--- src/rtl/cpu_control_unit.sv ---
// cpu_control_unit
//   Multi-cycle sequencer for the 32-bit, 3-bit-opcode core. Owns pc and ir,
//   walks each instruction through FETCH/DECODE/EXEC/MEM/WB, runs the
//   req/ack handshakes with instruction and data memory, and drives the
//   register-file, ALU and writeback-mux controls.
//
//   Ports
//     clk, rst          single clock, synchronous active-high reset
//     run               level; lets the FSM leave IDLE and keep fetching
//     imem_ack/rdata    instruction memory ack + data (same cycle)
//     dmem_ack          data memory ack, access completes this cycle
//     pc, ir            program counter (= imem address), latched instruction
//     imem_req          fetch request
//     dmem_req/we       data access request / write qualifier
//     rf_we             register-file write enable (dest ir[28:24])
//     alu_op            0 ADD, 1 SUB, 2 AND, 3 OR
//     alu_src_imm       ALU operand B is zero-extended ir[14:0]
//     wb_sel_mem        writeback data from data memory
//     busy              not IDLE and not FAULT
//     instr_done        one-cycle pulse after the retiring edge
//     fault             in FAULT (ack timeout); only rst leaves it
module cpu_control_unit #(
  parameter int unsigned         PC_WIDTH    = 16,
  parameter logic [PC_WIDTH-1:0] RESET_PC    = '0,
  parameter int unsigned         ACK_TIMEOUT = 255
) (
  input  logic                clk,
  input  logic                rst,
  input  logic                run,
  input  logic                imem_ack,
  input  logic [31:0]         imem_rdata,
  input  logic                dmem_ack,
  output logic [PC_WIDTH-1:0] pc,
  output logic [31:0]         ir,
  output logic                imem_req,
  output logic                dmem_req,
  output logic                dmem_we,
  output logic                rf_we,
  output logic [1:0]          alu_op,
  output logic                alu_src_imm,
  output logic                wb_sel_mem,
  output logic                busy,
  output logic                instr_done,
  output logic                fault
);

  localparam logic [2:0] S_IDLE   = 3'd0;
  localparam logic [2:0] S_FETCH  = 3'd1;
  localparam logic [2:0] S_DECODE = 3'd2;
  localparam logic [2:0] S_EXEC   = 3'd3;
  localparam logic [2:0] S_MEM    = 3'd4;
  localparam logic [2:0] S_WB     = 3'd5;
  localparam logic [2:0] S_FAULT  = 3'd6;

  localparam logic [2:0] OP_LD = 3'd0;
  localparam logic [2:0] OP_ST = 3'd1;

  // Count value that, when another unacked cycle passes, makes the counter
  // reach ACK_TIMEOUT; the FSM enters FAULT on that same edge.
  localparam logic [15:0] WAIT_LAST = 16'(ACK_TIMEOUT - 1);

  logic [2:0]  state;
  logic [15:0] wait_cnt;
  logic [2:0]  opcode;
  logic        retire;

  assign opcode = ir[31:29];

  // A store finishes in MEM; everything else finishes in WB.
  assign retire = (state == S_WB) ||
                  ((state == S_MEM) && dmem_ack && (opcode == OP_ST));

  always_ff @(posedge clk) begin
    if (rst) begin
      state      <= S_IDLE;
      pc         <= RESET_PC;
      ir         <= '0;
      wait_cnt   <= '0;
      instr_done <= 1'b0;
    end else begin
      instr_done <= 1'b0;
      if (retire) begin
        pc         <= pc + PC_WIDTH'(1);
        instr_done <= 1'b1;
        wait_cnt   <= '0;
        state      <= run ? S_FETCH : S_IDLE;
      end else begin
        case (state)
          S_IDLE: begin
            if (run) begin
              state    <= S_FETCH;
              wait_cnt <= '0;
            end
          end
          S_FETCH: begin
            if (imem_ack) begin
              ir    <= imem_rdata;
              state <= S_DECODE;
            end else begin
              wait_cnt <= wait_cnt + 16'd1;
              if (wait_cnt == WAIT_LAST) state <= S_FAULT;
            end
          end
          S_DECODE: begin
            if (opcode == OP_LD || opcode == OP_ST) begin
              state    <= S_MEM;
              wait_cnt <= '0;
            end else begin
              state <= S_EXEC;
            end
          end
          S_EXEC: state <= S_WB;
          S_MEM: begin
            // Store acks are handled by the retire path above.
            if (dmem_ack) begin
              state <= S_WB;
            end else begin
              wait_cnt <= wait_cnt + 16'd1;
              if (wait_cnt == WAIT_LAST) state <= S_FAULT;
            end
          end
          S_FAULT: state <= S_FAULT;
          default: state <= S_IDLE;
        endcase
      end
    end
  end

  // Moore outputs.
  assign imem_req    = (state == S_FETCH);
  assign dmem_req    = (state == S_MEM);
  assign dmem_we     = dmem_req && (opcode == OP_ST);
  assign rf_we       = (state == S_WB);
  // The mux select only matters while writing back; holding it low elsewhere
  // keeps the reset/idle output set quiet even though ir=0 decodes as LD.
  assign wb_sel_mem  = rf_we && (opcode == OP_LD);
  assign alu_src_imm = (opcode == 3'd2) || (opcode == 3'd3);
  assign busy        = (state != S_IDLE) && (state != S_FAULT);
  assign fault       = (state == S_FAULT);

  always_comb begin
    alu_op = 2'd0;
    case (opcode)
      3'd3, 3'd5: alu_op = 2'd1;
      3'd6:       alu_op = 2'd2;
      3'd7:       alu_op = 2'd3;
      default:    alu_op = 2'd0;
    endcase
  end

endmodule
--- config.mk ---
export PLATFORM = sky130hd
export DESIGN_NAME = cpu_control_unit
export DESIGN_NICKNAME = d
export VERILOG_FILES = /design/src/rtl/cpu_control_unit.sv
export SDC_FILE = /design/constraint.sdc
export NUM_CORES = 1
export LEC_CHECK = 0
export ABC_CLOCK_PERIOD_IN_PS = 4850
export BUFFER_PORTS_ARGS = -buffer_cell sky130_fd_sc_hd__buf_2
export CAP_MARGIN = 20
export CORE_MARGIN = 2
export CORE_UTILIZATION = 55
export DETAILED_ROUTE_END_ITERATION = 7
export MAX_ROUTING_LAYER = met4
export PLACE_DENSITY_LB_ADDON = 0.2
export SLEW_MARGIN = 20
export SYNTH_ARGS = -nofsm -noshare
export SYNTH_HDL_FRONTEND = slang
export SYNTH_SLANG_ARGS = --single-unit
--- constraint.sdc ---
create_clock -name clk -period 4.85 [get_ports clk]
set_input_delay 0.7275 -clock clk [delete_from_list [all_inputs] [get_ports clk]]
set_output_delay 0.7275 -clock clk [all_outputs]
set_load 0.01 [all_outputs]
==> results of run 1 <==
## worst max-delay path, cell delays in order (launching register included)
cell,delay (ps)
dfxtp_1,660
nor2b_1,330
nand2_1,170
nor4_1,200
buf_2,180
## sequential cells by signal, indices dropped and copies added, names as in the netlist
name,cells
wait_cnt,16
state,3
instr_done,1
ir,32
pc,16
## cell type report
type | count | share of cell area
clock buffers | 10 | 0.0369
clock inverters | 6 | 0.0171
repair buffers | 96 | 0.130
multi-input cells | 269 | 0.418
well taps | 72 | 0.0242
inverters | 9 | 0.00906
flip-flops and latches | 68 | 0.365
## cells in the mapped netlist, types with 2 or more instances
cell        n
or2_2       3
nor2b_1     4
ha_1        3
xor2_1     12
buf_2       2
a2111oi_4   2
nand2_1    81
nor3_1      3
or3_1      12
inv_1       8
nand4_1     5
dfxtp_1    68
a21oi_1    45
buf_4       2
clkbuf_1   12
o21ai_1     2
and2_1      2
a21oi_2     3
o21ai_0    15
nor4_1      3
nor3_2      2
nor3b_2     2
xnor2_1     5
and3_1      4
o221ai_2    2
nor2_1     27
nand3_1    10
buf_6       2
mux2i_1     2
## cell usage in the layout (no fill, tap or decap), types with 8 or more instances in the layout
master    synthesis  layout
or3_1            12      12
a21oi_1          45      45
dfxtp_1          68      68
inv_1             8       8
nand3_1          10      10
buf_2             2      95
o21ai_0          15      15
clkbuf_8          0      10
xor2_1           12      12
nand2_1          81      80
nor2_1           27      27
## logic make-up after synthesis
group           after synthesis  synth area share
fa+ha+maj                     3            0.0123
flops                        68             0.448
compound gates               81             0.178
simple gates                166             0.265
buf+inv                      27            0.0415
mux                           2           0.00658
xor+xnor                     17            0.0490
## routing by layer
layer,GRT usage,routed length [um]
met1,0.273,2900
met2,0.384,3620
met3,0.0598,341
met4,0.0789,31
met5,-,0
## through the flow
step                      power (mW)  std cells  cell area (sq um)   util  setup slack [ps]
after floorplan                0.686        364               3040      -              3010
after global placement         0.728        514               3520  0.648              2610
after detailed placement       0.731        514               3520  0.648              2560
after CTS                       1.19        530               3720  0.685              2260
after global routing            1.24        530               3730  0.685              2130
final                           1.18        530               3730  0.685              2250
## power by group
group | internal (mW) | switching, mW | total, mW
clock network | 0.250 | 0.216 | 0.466
logic | 0.0514 | 0.0729 | 0.124
registers | 0.576 | 0.0183 | 0.594
total | 0.877 | 0.307 | 1.18
## worst max path at each step
stage / from / endpoint / slack [ps] / cells after the start
after floorplan: dmem_ack / pc[15] / 3010 / 5
after global routing: state[0] / wb_sel_mem / 2130 / 4
after global placement: state[0] / ir[31] / 2610 / 4
after CTS: state[0] / wb_sel_mem / 2260 / 4
after detailed placement: state[0] / ir[12] / 2560 / 4
final: state[0] / wb_sel_mem / 2250 / 4
==> metrics, run 1 <==
outcome finished, final reports clean; Cells after Synth between 300 and 400; Leak Pwr ~1.5 nW; max_cap viols 0; Net Count, Synth roughly 400; Synth Area per Inst approximately 8.4 sq um; worst vdd ir ~0.26 mV; CTS-repair resized insts 0; Post-route DRC 0; #FFs+latches synth 68; Yosys top cell area share 0.448; ys flop type dfxtp_1; CP Max Fanout 13; grt total ovfl 0; Rel. slew slack 0.412; die area 0.00614 sq mm; FILL cells roughly 480; sequential fraction of the synthesis area 0.448; CTS root buffer clkbuf_8; Ys Warns 0; first-pass GRT wire length about 11 mm; min-delay src ir[21]; reg2reg end wait_cnt[15]; FF+latch area 0.00136 sq mm; die height around 80 um; PD cells between 300 and 400 mW/mm^2; Worst Hold Class register to register; worst path required time slightly above 4000 ps; n_diodes 0; Final Hold Viols 0; clock latency on the worst-skew pair 340 ps; Core Box Area between 0.005 and 0.006 sq mm; gpl congestion approximately 0.82; synth top area cells dfxtp_1 (45%), nand2_1 (10%), a21oi_1 (7.4%); DR vias/cell ~5.3; Final Max Slew Viols 0; Multi-input gate area 0.00156 sq mm; routed wire length approximately 6.9 mm; number of flops mapped to enable cells by yosys 0; Post-DP HPWL around 4.7 mm; TNS Setup 0 ps; largest net degree at the start of global routing 51; final worst-path cycle share 0.535; r2r worst-path depth 5; WHS Path Cells 2; Mapped Area slightly above 0.003 sq mm; WP data arrival 1870 ps; min Tclk post-route 2600 ps; TritonCTS Buffers 9; Netlist cell types 50; Fin Clk Skew 7.76 ps; hold worst-path end ir[21]; Total GRT Usage 0.231; hold_ws roughly 450 ps; Async S/R FF share, synth 0; crit path kind register to primary output; # Post-CTS Setup Buffers 0; port buffer count 95; critical path capture point type primary output; Setup Viol. Count Final 0; synth-to-layout area growth 22.5%; CTS clock-pin slew for the worst setup and hold paths around 70 ps; routed vias approximately 2800; antenna violations before repair 0; # rows 27; Routed Antenna Nets 0; CTS max path bufs 2; R2R Setup Slk around 2700 ps; CTS tree done; Synth area leader dfxtp_1; H-tree levels 3; # hold bufs at CTS 0; Pre-antenna DRT Iters 4; vias in the first global route between 2000 and 3000; RSZ-0062 raised after global routing false; Fmax just under 400 MHz; layout cell share with drive strength beyond 1 0.297; Worst Max-Slew Pin Slew 883 ps; initial DRC count between 100 and 150; Startpoint Class register; clock sinks 68; Die Span X 78.4 um; Layout Nets between 400 and 500; reg2reg start state[1]; WL/cell 13.0 um; starting density of the core 0.559; IO Pins between 90 and 100
(Power assumes the default switching activity.)
==> inputs of run 2 (changes only) <==
- ABC_CLOCK_PERIOD_IN_PS: 4850 -> 2300
- CORE_UTILIZATION: 55 -> 46
- clock period: 4.85 -> 2.3 ns (I/O delays scaled with it)
==> run 2 against run 1 <==
- largest cell class unchanged
- combinational power rose by 120%
- first-iteration DRC count fell by 24%
- count of clock-buffer cells in the layout did not move
- cell count rose by 1.5%
- worst setup slack got worse by 2100 ps
- die area rose by 19%
- via count barely moved
- highest routed layer unchanged
- sequential share of layout area fell by 0.53 points
- flip-flop and latch count did not move
- global-route usage fell by 2.5 points
==> metrics, run 2 (same netlist as run 1, synthesis figures left out) <==
layout cell share with drive strength beyond 1 0.302; clock latency on the worst-skew pair between 300 and 400 ps; Final Max Slew Viols 0; DR vias/cell approximately 5.2; TNS Setup 0 ps; slowest stage cell, crit path dfxtp_2; Routed Antenna Nets 0; r2r worst-path depth 5; n_diodes 0; most frequent cells in the layout buf_2 (95), nand2_1 (81), dfxtp_1 (66); Net Sw Frac 0.248; RSZ-0062 raised after global routing false; IO Pins 96; WP data arrival around 1800 ps; max reg flops 32; CTS tree done; # hold bufs at CTS 0; Internal around 2.0 mW; Startpoint Class register; Worst Max-Slew Pin Slew between 700 and 800 ps; Seq pwr share 0.478; CTS clock-pin slew for the worst setup and hold paths 80 ps; H-tree levels 3; Logic pwr share 0.104; Final Hold Viols 0; starting density of the core 0.476; largest net degree at the start of global routing 33; CTS max path bufs 2; biggest regs ir x32, pc x16, wait_cnt x16; first-pass GRT wire length around 12 mm; Core Box Area approximately 0.0064 sq mm; crit path kind register to primary output; CTS-repair resized insts 1; min Tclk post-route roughly 2100 ps; die height roughly 85 um; gpl congestion about 0.9; CP Max Fanout 13; worst path required time 1960 ps; PD cells between 600 and 700 mW/mm^2; hold_ws between 200 and 250 ps; synth-to-layout area growth 24.6%; Fmax roughly 470 MHz; P_sw between 0.6 and 0.7 mW; Rel. slew slack 0.510; CTS root buffer clkbuf_8; FILL cells between 600 and 700; hold worst-path end ir[12]; outcome finished, final reports clean; port buffer count 95; antenna violations before repair 0; Worst Hold Class primary input to register; final worst-path cycle share 0.923; Most flops, register ir; initial DRC count about 100; reg2reg end wait_cnt[15]; Pre-antenna DRT Iters 5; Post-route DRC 0; routed vias roughly 2800; max_cap viols 0; Die Span X between 80 and 90 um; routed wire length ~7.1 mm; Total Power 2.62 mW; Critical Path Max Stage Delay 510 ps; R2R Setup Slk between 400 and 500 ps; grt total ovfl 0; Post-DP HPWL 4.97 mm; Fin Clk Skew roughly 11 ps; power share of the clock group 0.418; worst vdd ir approximately 0.5 mV; Final Util 0.593; die area just over 0.007 sq mm; WL/cell roughly 13 um; # Post-CTS Setup Buffers 0; Total GRT Usage 0.206; WHS Path Cells 3; reg2reg start state[2]; vias in the first global route roughly 2500; TritonCTS Buffers 9; critical path capture point type primary output; Layout Nets between 400 and 500; clock sinks 68; Leak Pwr roughly 1.6 nW; min-delay src imem_rdata[12]; Setup Viol. Count Final 0; most common cell after layout, fill and taps aside buf_2; # rows 29; CP Cell Sequence nor2b_1 -> nand2_1 -> nor4_1 -> buf_2
run 2: layout make-up:
type / instances / area, sq um / share of cell area
clock buffers: 10 / 138 / 0.0363
flip-flops and latches: 68 / 1360 / 0.360
inverters: 9 / 33.8 / 0.00892
multi-input cells: 269 / 1560 / 0.413
well taps: 77 / 96.3 / 0.0254
repair buffers: 99 / 505 / 0.133
clock inverters: 6 / 87.6 / 0.0231
run 2: worst max path at each step:
stage                               to  depth (start not counted)     start  slack [ps]
after floorplan            wait_cnt[0]                          7  state[0]         610
after global placement    wait_cnt[15]                          5  state[2]         340
after detailed placement  wait_cnt[15]                          5  state[2]         250
after CTS                   wb_sel_mem                          3  state[2]         130
after global routing        wb_sel_mem                          4  state[0]          20
final                       wb_sel_mem                          4  state[0]         180
run 2: critical path, delay by kind of cell (launching register included):
| kind | cells | cell delay, ps |
|---|---|---|
| AND/OR/NAND/NOR | 3 | 730 |
| buffers and inverters | 1 | 200 |
| flip-flops | 1 | 510 |
run 2: per-layer routing:
layer  global-route usage  up-vias  part of all wire
li1                     -     1436                 -
met1                0.245     1296              0.45
met2                0.337       66              0.48
met3               0.0457       14             0.048
met4               0.0851        0             0.021
met5                    -        -                 0
run 2: metrics by stage:
stage / std cells / instance area [sq um] / worst slack (ps)
3_5_place_dp: 522 / 3560 / 247
4_1_cts: 538 / 3790 / 134
5_1_grt: 538 / 3790 / 19.2
6_report: 538 / 3790 / 177
2_1_floorplan: 364 / 3040 / 611
3_3_place_gp: 522 / 3550 / 336
run 2: power by group through the flow:
stage | Clock (mW) | Sequential [mW] | Combinational, mW
after floorplan | 0 | 1.28 | 0.167
after global placement | 0 | 1.27 | 0.267
after detailed placement | 0 | 1.28 | 0.274
after CTS | 1.11 | 1.25 | 0.275
after global routing | 1.17 | 1.26 | 0.301
final | 1.09 | 1.25 | 0.272
